### config.mk
export PLATFORM = sky130hd
export DESIGN_NAME = mmio_io_ctrl
export DESIGN_NICKNAME = d
export VERILOG_FILES = /design/src/rtl/mmio_io_ctrl.sv
export SDC_FILE = /design/constraint.sdc
export NUM_CORES = 1
export LEC_CHECK = 0
export CORE_AREA = 3 3 142 144
export CTS_CLUSTER_SIZE = 8
export DETAILED_ROUTE_END_ITERATION = 7
export DIE_AREA = 0 0 145 147
export GPL_TIMING_DRIVEN = 0
export PLACE_DENSITY = 0.8
export SYNTH_ARGS = -nofsm -noshare
export SYNTH_HDL_FRONTEND = slang
export SYNTH_SLANG_ARGS = --single-unit
### constraint.sdc
create_clock -name clk -period 3.7 [get_ports clk]
set_input_delay 0.555 -clock clk [delete_from_list [all_inputs] [get_ports clk]]
set_output_delay 0.555 -clock clk [all_outputs]
set_load 0.01 [all_outputs]
### src/rtl/mmio_io_ctrl.sv
// mmio_io_ctrl: memory-mapped I/O block for the three-stage RV32 core.
// Decodes loads/stores whose addr[31:28] matches IO_BASE, buffers UART
// traffic in RX/TX FIFOs and keeps free-running cycle and retired-instruction
// counters. Load data is registered (one-cycle latency, like the synchronous
// memories).
//
// Ports:
//   clk, rst          core clock, synchronous active-high reset
//   addr/wdata/we/re  CPU load/store interface (EX-stage address)
//   rdata             registered load data, valid the cycle after re
//   inst_retire       one pulse per retired instruction
//   tx_data/tx_valid/tx_ready  TX FIFO head towards the UART transmitter
//   rx_data/rx_valid/rx_ready  RX FIFO tail from the UART receiver
//   irq               RX level interrupt
//
// Optional feature macro: IO_IRQ_EN adds the RX threshold register at 0x1C and
// the registered irq output; without it irq is tied low.
module mmio_io_ctrl #(
  parameter logic [3:0]  IO_BASE  = 4'h8,
  parameter int unsigned RX_DEPTH = 8,
  parameter int unsigned TX_DEPTH = 8
) (
  input  logic        clk,
  input  logic        rst,
  input  logic [31:0] addr,
  input  logic [31:0] wdata,
  input  logic [3:0]  we,
  input  logic        re,
  output logic [31:0] rdata,
  input  logic        inst_retire,
  output logic [7:0]  tx_data,
  output logic        tx_valid,
  input  logic        tx_ready,
  input  logic [7:0]  rx_data,
  input  logic        rx_valid,
  output logic        rx_ready,
  output logic        irq
);

  localparam int unsigned RX_AW = $clog2(RX_DEPTH);
  localparam int unsigned RX_CW = RX_AW + 1;
  localparam int unsigned TX_AW = $clog2(TX_DEPTH);
  localparam int unsigned TX_CW = TX_AW + 1;

  localparam logic [7:0] OFF_STATUS = 8'h00;
  localparam logic [7:0] OFF_RXDATA = 8'h04;
  localparam logic [7:0] OFF_TXDATA = 8'h08;
  localparam logic [7:0] OFF_LEVELS = 8'h0C;
  localparam logic [7:0] OFF_CYC    = 8'h10;
  localparam logic [7:0] OFF_INST   = 8'h14;
  localparam logic [7:0] OFF_CLR    = 8'h18;
  localparam logic [7:0] OFF_IRQTH  = 8'h1C;

  // Address decode
  logic       hit;
  logic [7:0] off;
  logic       store;
  logic       load;

  assign hit   = (addr[31:28] == IO_BASE);
  assign off   = addr[7:0];
  assign store = hit && (we != 4'b0);
  assign load  = hit && re;

  // FIFO state
  logic [7:0]       tx_mem [TX_DEPTH];
  logic [TX_AW-1:0] tx_wr_ptr, tx_rd_ptr;
  logic [TX_CW-1:0] tx_count;
  logic [7:0]       rx_mem [RX_DEPTH];
  logic [RX_AW-1:0] rx_wr_ptr, rx_rd_ptr;
  logic [RX_CW-1:0] rx_count;

  logic tx_full, tx_empty, rx_full, rx_empty;
  logic tx_push, tx_pop, tx_wr_sel, rx_push, rx_pop;
  logic ovf, ovf_set, ovf_clr, ctr_clr;
  logic [31:0] cyc_cnt, inst_cnt;
  logic [31:0] rd_c;
  logic [7:0]  irq_thr_c;

  assign tx_full  = (tx_count == TX_CW'(TX_DEPTH));
  assign tx_empty = (tx_count == '0);
  assign rx_full  = (rx_count == RX_CW'(RX_DEPTH));
  assign rx_empty = (rx_count == '0);

  assign tx_valid = !tx_empty;
  assign tx_data  = tx_mem[tx_rd_ptr];
  assign tx_pop   = tx_valid && tx_ready;

  // A full TX FIFO still takes a CPU byte when the transmitter drains one on
  // the same edge; only a truly blocked write is dropped and flagged.
  assign tx_wr_sel = store && (off == OFF_TXDATA);
  assign tx_push   = tx_wr_sel && (!tx_full || tx_pop);
  assign ovf_set   = tx_wr_sel && tx_full && !tx_pop;
  assign ovf_clr   = load && (off == OFF_STATUS);

  // A CPU pop frees a slot on the same edge, so a full RX FIFO can still
  // accept a byte while being read.
  assign rx_pop   = load && (off == OFF_RXDATA) && !rx_empty;
  assign rx_ready = !rx_full || rx_pop;
  assign rx_push  = rx_valid && rx_ready;

  assign ctr_clr = store && (off == OFF_CLR);

  // TX FIFO pointers and count
  always_ff @(posedge clk) begin
    if (rst) begin
      tx_wr_ptr <= '0;
      tx_rd_ptr <= '0;
      tx_count  <= '0;
    end else begin
      if (tx_push) tx_wr_ptr <= tx_wr_ptr + TX_AW'(1);
      if (tx_pop)  tx_rd_ptr <= tx_rd_ptr + TX_AW'(1);
      case ({tx_push, tx_pop})
        2'b10:   tx_count <= tx_count + TX_CW'(1);
        2'b01:   tx_count <= tx_count - TX_CW'(1);
        default: tx_count <= tx_count;
      endcase
    end
  end

  // RX FIFO pointers and count
  always_ff @(posedge clk) begin
    if (rst) begin
      rx_wr_ptr <= '0;
      rx_rd_ptr <= '0;
      rx_count  <= '0;
    end else begin
      if (rx_push) rx_wr_ptr <= rx_wr_ptr + RX_AW'(1);
      if (rx_pop)  rx_rd_ptr <= rx_rd_ptr + RX_AW'(1);
      case ({rx_push, rx_pop})
        2'b10:   rx_count <= rx_count + RX_CW'(1);
        2'b01:   rx_count <= rx_count - RX_CW'(1);
        default: rx_count <= rx_count;
      endcase
    end
  end

  // FIFO storage (no reset; emptiness is tracked by the pointers)
  always_ff @(posedge clk) begin
    if (!rst && tx_push) tx_mem[tx_wr_ptr] <= wdata[7:0];
    if (!rst && rx_push) rx_mem[rx_wr_ptr] <= rx_data;
  end

  // Sticky overflow flag; a new overflow wins over a same-cycle clear
  always_ff @(posedge clk) begin
    if (rst)          ovf <= 1'b0;
    else if (ovf_set) ovf <= 1'b1;
    else if (ovf_clr) ovf <= 1'b0;
  end

  // Free-running counters; clear wins over increment
  always_ff @(posedge clk) begin
    if (rst || ctr_clr) begin
      cyc_cnt  <= '0;
      inst_cnt <= '0;
    end else begin
      cyc_cnt <= cyc_cnt + 32'd1;
      if (inst_retire) inst_cnt <= inst_cnt + 32'd1;
    end
  end

`ifdef IO_IRQ_EN
  logic [7:0] irq_thr;

  // RX level interrupt with programmable threshold (0 disables)
  always_ff @(posedge clk) begin
    if (rst) begin
      irq_thr <= 8'd1;
      irq     <= 1'b0;
    end else begin
      if (store && (off == OFF_IRQTH)) irq_thr <= wdata[7:0];
      irq <= (9'(rx_count) >= 9'(irq_thr)) && (irq_thr != 8'd0);
    end
  end

  assign irq_thr_c = irq_thr;
`else
  assign irq       = 1'b0;
  assign irq_thr_c = 8'd0;
`endif

  // Read decode; sampled from pre-edge state, so a same-edge pop is invisible
  always_comb begin
    rd_c = '0;
    if (hit) begin
      case (off)
        OFF_STATUS: rd_c = {27'b0, ovf, rx_full, tx_empty, !rx_empty, !tx_full};
        OFF_RXDATA: rd_c = rx_empty ? 32'd0 : {24'b0, rx_mem[rx_rd_ptr]};
        OFF_LEVELS: rd_c = {8'b0, 8'(tx_count), 8'b0, 8'(rx_count)};
        OFF_CYC:    rd_c = cyc_cnt;
        OFF_INST:   rd_c = inst_cnt;
        OFF_IRQTH:  rd_c = {24'b0, irq_thr_c};
        default:    rd_c = '0;
      endcase
    end
  end

  // Registered load data
  always_ff @(posedge clk) begin
    if (rst)     rdata <= '0;
    else if (re) rdata <= rd_c;
  end

  logic unused_bits;
  assign unused_bits = ^{addr[27:8], wdata[31:8]};

endmodule

# Word level (Yosys, flattened, before mapping)
# Memories as Yosys holds them, arrays and structs flattened. A register that Yosys moved wholly into a read port is not among the register bits.
# Index checks and enable logic that the tools add are counted.
# Widths: inputs -> output; s select.
[classes]
add_sub_neg = 10
eq_ne = 13
mux = 15
n_reduce_logical = 30
[op_table]
columns = ["operator", "count"]
rows = [
  ["$pmux 32 s5", 1],
  ["$add 32x1->32 const B", 2],
  ["$mux 32", 1],
  ["$eq 8x5->1 const B", 3],
  ["$eq 8x4->1 const B", 2],
  ["$pmux 4 s2", 2],
  ["$logic_and 1x1->1", 14],
  ["$add 3x1->3 const B", 4],
  ["$eq 4x4->1 const B", 3],
  ["$mux 3", 4],
  ["$add 4x1->4 const B", 2],
  ["$eq 8x3->1 const B", 1],
  ["$logic_not 4->1", 2],
  ["$logic_not 8->1", 1],
  ["$mux 8", 1],
  ["$sub 4x1->4 const B", 2],
  ["$logic_not 1->1", 6],
  ["$mux 1", 6],
  ["$reduce_bool 2->1", 3],
  ["$eq 2x1->1 const B", 2],
  ["$eq 2x2->1 const B", 2],
  ["$reduce_bool 4->1", 1],
  ["$logic_or 1x1->1", 3],
]
[word_totals]
ff_bits = 117
mem_bits_rw = 128
in_bits = 82
out_inout_bits = 43
word_cells = 80
memories = 2
[memory_table]
columns = ["memory", "words", "word_bits", "read_ports", "rd_clocked_by_memory_dff", "write_ports", "line_no", "source"]
rows = [
  ["rx_mem", 8, 8, 1, 1, 1, "69", "logic [7:0] rx_mem [RX_DEPTH];"],
  ["tx_mem", 8, 8, 1, 1, 1, "66", "logic [7:0] tx_mem [TX_DEPTH];"],
]

# Logic depth before layout (Yosys ltp)
[depth]
word_depth = 9
mapped_depth = 12
mapped_depth_nobuf = 11

# Worst setup path before layout
# No wires, ideal clock.
[synth_path]
path_type = "input-to-reg"
from = "in addr[29]"
to = "mem rx_mem[0][0] (enable)"
setup_time_ps = 398
arrival_time_ps = 2728
t_required_ps = 3302
path_slack_ps = 574
cell_stages = 4
path_buffers = 0
cell_sequence = "or4b_2 > nor4_1 > o21ai_1 > nor4b_1"
[synth_via]
elab_chain_len = 9
[synth_lines]
columns = ["item", "line_no", "source"]
rows = [
  ["start: declaration", "25", "input logic [31:0] addr,"],
  ["$eq 4x4->1", "60", "assign hit = (addr[31:28] == IO_BASE);"],
  ["$logic_and 1x1->1", "63", "assign load = hit && re;"],
  ["$logic_and 1x1->1 (2 in a row)", "98", "assign rx_pop = load && (off == OFF_RXDATA) && !rx_empty;"],
  ["$logic_or 1x1->1", "99", "assign rx_ready = !rx_full || rx_pop;"],
  ["$logic_and 1x1->1", "100", "assign rx_push = rx_valid && rx_ready;"],
  ["$logic_and 1x1->1", "141", "if (!rst && rx_push) rx_mem[rx_wr_ptr] <= rx_data;"],
  ["$mux 1", "141", ""],
  ["$mux 1 (not written as such)", "141", ""],
  ["end: declaration", "69", ""],
]
# Every way passes these cells.

# Worst setup path after layout
[layout_path]
from = "in addr[5]"
to = "mem rx_mem[1][3] (enable)"
[layout_via]
elab_chain_len = 8
[layout_lines]
columns = ["item", "line_no"]
rows = [
  ["$eq 8x3->1", "98"],
  ["$logic_and 1x1->1 (2 in a row)", "98"],
  ["$logic_or 1x1->1", "99"],
  ["$logic_and 1x1->1", "100"],
  ["$logic_and 1x1->1", "141"],
  ["$mux 1", "141"],
  ["$mux 1 (not written as such)", "141"],
]
# Every way passes these cells.

==> results_dict.tcl <==
set metrics [dict create \
    status "completed" \
    syn_nets 952 \
    fp.dieW_um 145 \
    multi_input_area_mm2 0.004144 \
    yosysSeqAreaShare_pct 59.27 \
    power_mw 6.159 \
    period_needed_ps 3453 \
    synthToLayoutAreaGrowth_pct 20.54 \
    rr_startpoint "tx_count[0]" \
    dr.pass1.iters 5 \
    cts_max_level 2 \
    drv_slew 0 \
    worstHoldPathType "flip-flop to flip-flop" \
    grt_pass1_vias 7312 \
    root_buffer "clkbuf_16" \
    finalNetCount 1068 \
    grt_overflow 0 \
    regArea_mm2 0.006306 \
    setup_ws_ps 247.0 \
    drt_iter0_markers 488 \
    wl_per_cell_um 18.41 \
    crit_path_end_kind "flip-flop" \
    fin_crit_sh_pct 93.32 \
    skew_ps 16.47 \
    final_antenna_net_count 0 \
    clk-insertion-delay-late_ps 510 \
    die_h_um 147 \
    synth-edff-count 128 \
    grt.total_usage_pct 21.74 \
    slew_headroom_pct 13.70 \
    vias_per_cell 5.743 \
    ys_ff_latch 251 \
    cts.path.max_buffers 3 \
    num_vias 7219 \
    clock_sinks 251 \
    rows 50 \
    n_antenna_cell 0 \
    place_ws_ps -668.4 \
    antenna_found_initial 0 \
    cts_tree "done" \
    p_leak_nw 4.234 \
    path_max_fanout 8 \
    io_pins 125 \
    synthArstFlopShare_pct 0 \
    grt_max_degree 11 \
    die_area_mm2 0.02132 \
    finalSetupTns_ps 0 \
    synthCells 859 \
    max-vdd-ir-drop_mv 0.4305 \
    setup_viol 0 \
    cp.arrival_ps 3560 \
    avgSynthCellArea_um2 12.39 \
    finalHoldViolCount 0 \
    worst_pin_slew_ps 1285 \
    cp-startpoint "addr[5]" \
    drive_above_1_share_pct 11.53 \
    route.detailed.drc 0 \
    netlist_area_mm2 0.01064 \
    place_congestion 0.8556 \
    crit_path_start_kind "input port" \
    cts_buffers 37 \
    cts_hold_buffers 0 \
    max-cap-violations 0 \
    core_area_mm2 0.01883 \
    io_buffers 76 \
    grt_pass1_wl_mm 37.52 \
    powerDensity_mw_per_mm2 480.2 \
    dp_hpwl_mm 15.68 \
    clkTransAtPathRegs_ps 50 \
    start_util_pct 56.50 \
    ys_warn_count 0 \
    critPathRequiredTime_ps 3810 \
    worstHoldStart "rdata[23]" \
    rsz0062_at_grt "true" \
    cts_setup_buffers 0 \
    fmax_mhz 289.6 \
    routed_wl_mm 23.14 \
    ys_types 60 \
    crit_type "input port to flip-flop" \
    yosys_most_used_dff "edfxtp_1" \
    fillers 1343 \
    postLayoutCoreUtil_pct 68.11 \
]
==> routing by layer <==
metal  global-route usage [%]  vias up  wire length (µm)
li1                         -     3442                 -
met1                    28.56     3499              9737
met2                    36.92      229             11480
met3                    3.393       49              1319
met4                    8.124        0               605
met5                        0        -                 0
==> cell usage after synthesis, drive strengths merged (2+ instances only) <==
| library cell | instances | share of area [%] |
|---|---|---|
| nor4b | 4 | 0.33 |
| o22a | 2 | 0.19 |
| dfxtp | 123 | 23 |
| a22oi | 2 | 0.14 |
| nor2 | 100 | 3.7 |
| a2111oi | 2 | 0.16 |
| a22o | 11 | 0.91 |
| nor2b | 4 | 0.24 |
| or4b | 3 | 0.28 |
| nor4 | 16 | 1.1 |
| inv | 13 | 0.46 |
| nand3 | 38 | 1.8 |
| o21ai | 41 | 1.9 |
| o32ai | 2 | 0.16 |
| a32oi | 5 | 0.41 |
| mux2 | 10 | 1.1 |
| buf | 12 | 0.71 |
| a21oi | 17 | 0.80 |
| xor2 | 37 | 3.0 |
| nor3 | 20 | 1.0 |
| edfxtp | 128 | 36 |
| nand2 | 49 | 1.7 |
| ha | 10 | 1.2 |
| mux4 | 32 | 6.8 |
| nand4 | 22 | 1.3 |
| mux2i | 40 | 3.8 |
| clkbuf | 28 | 0.99 |
| a21o | 2 | 0.14 |
| or3 | 16 | 0.95 |
| xnor2 | 27 | 2.2 |
| nand2b | 4 | 0.24 |
| or4 | 2 | 0.14 |
| and4 | 10 | 0.82 |
| or2 | 2 | 0.12 |
| and3 | 8 | 0.47 |
| nor3b | 2 | 0.14 |
| o22ai | 3 | 0.18 |
==> sequential cells by signal, summed over array words and instances (netlist names), named ones only <==
signal     flops
cyc_cnt       32
tx_count       4
rx_rd_ptr      3
rdata         32
tx_wr_ptr      3
inst_cnt      32
rx_count       4
ovf            1
tx_mem        64
rx_mem        64
tx_rd_ptr      3
rx_wr_ptr      3
==> where the power goes <==
group | leakage [nW] | switching, mW | internal [mW] | total [mW]
registers | 2.15 | 0.0189 | 2.95 | 2.97
logic | 1.59 | 0.108 | 0.0783 | 0.186
clock network | 0.498 | 1.15 | 1.85 | 3.01
==> kinds of logic (layout without fill, tap and decap cells) <==
family / after synthesis / after routing / share of synthesized area [%]
flops: 251 / 251 / 59.27
buf+inv: 53 / 191 / 2.152
fa+ha+maj: 11 / 11 / 1.364
simple gates: 304 / 304 / 14.70
xor+xnor: 64 / 64 / 5.268
other cells: 1 / 1 / 0.03524
mux: 82 / 82 / 11.63
compound gates: 93 / 93 / 5.586
==> cell type report <==
type / count / share of cell area [%]
Buffer: 39 / 1.375
Clock buffer: 57 / 7.804
Timing Repair Buffer: 78 / 6.048
Multi-Input combinational cell: 555 / 32.31
Sequential cell: 251 / 49.17
Inverter: 13 / 0.3804
Tap cell: 260 / 2.536
Clock inverter: 4 / 0.3804
==> path summary, 6_finish.rpt <==
check	endpoint	slack, ps	depth (start not counted)
setup / recovery	rx_mem[1][3]	250	6
hold / removal	rdata[23]	450	2
setup reg to reg	tx_count[3]	720	11
hold reg to reg	rdata[23]	450	2
==> stage by stage <==
step,hold WS [ps],instances,cell area [µm²]
2_1_floorplan,440.3,859,10640
3_3_place_gp,436.1,1195,11730
3_5_place_dp,441.8,1197,11760
4_1_cts,452.3,1258,12820
5_1_grt,463.3,1257,12830
6_report,448.3,1257,12830
==> timing repair <==
action | in CTS | in global routing
gates cloned | 0 | 0
setup endpoints to repair | 16 | 20
pin swaps | 0 | 0
resized for setup | 2 | 1
==> cells in the final DEF, fill, tap and decap left out, drive strengths merged, types with 8 or more instances in the layout <==
cell type        n
ha              10
and3             8
nor3            20
edfxtp         128
mux2            10
xnor2           27
nand3           38
dfxtp          123
mux4            32
buf             14
nor4            16
o21ai           41
xor2            37
clkbuf          84
nand2           49
mux2i           40
and4            10
clkdlybuf4s50   76
nand4           22
a22o            11
or3             16
nor2           100
inv             14
a21oi           17
==> worst max-delay path, stage by stage <==
cell and delay, ps:
clkdlybuf4s50_1 520, or4_1 550, buf_2 170, nor4_1 330
o21ai_1 330, nor3_1 1110
No activity file was read; power rests on OpenSTA's default activity.
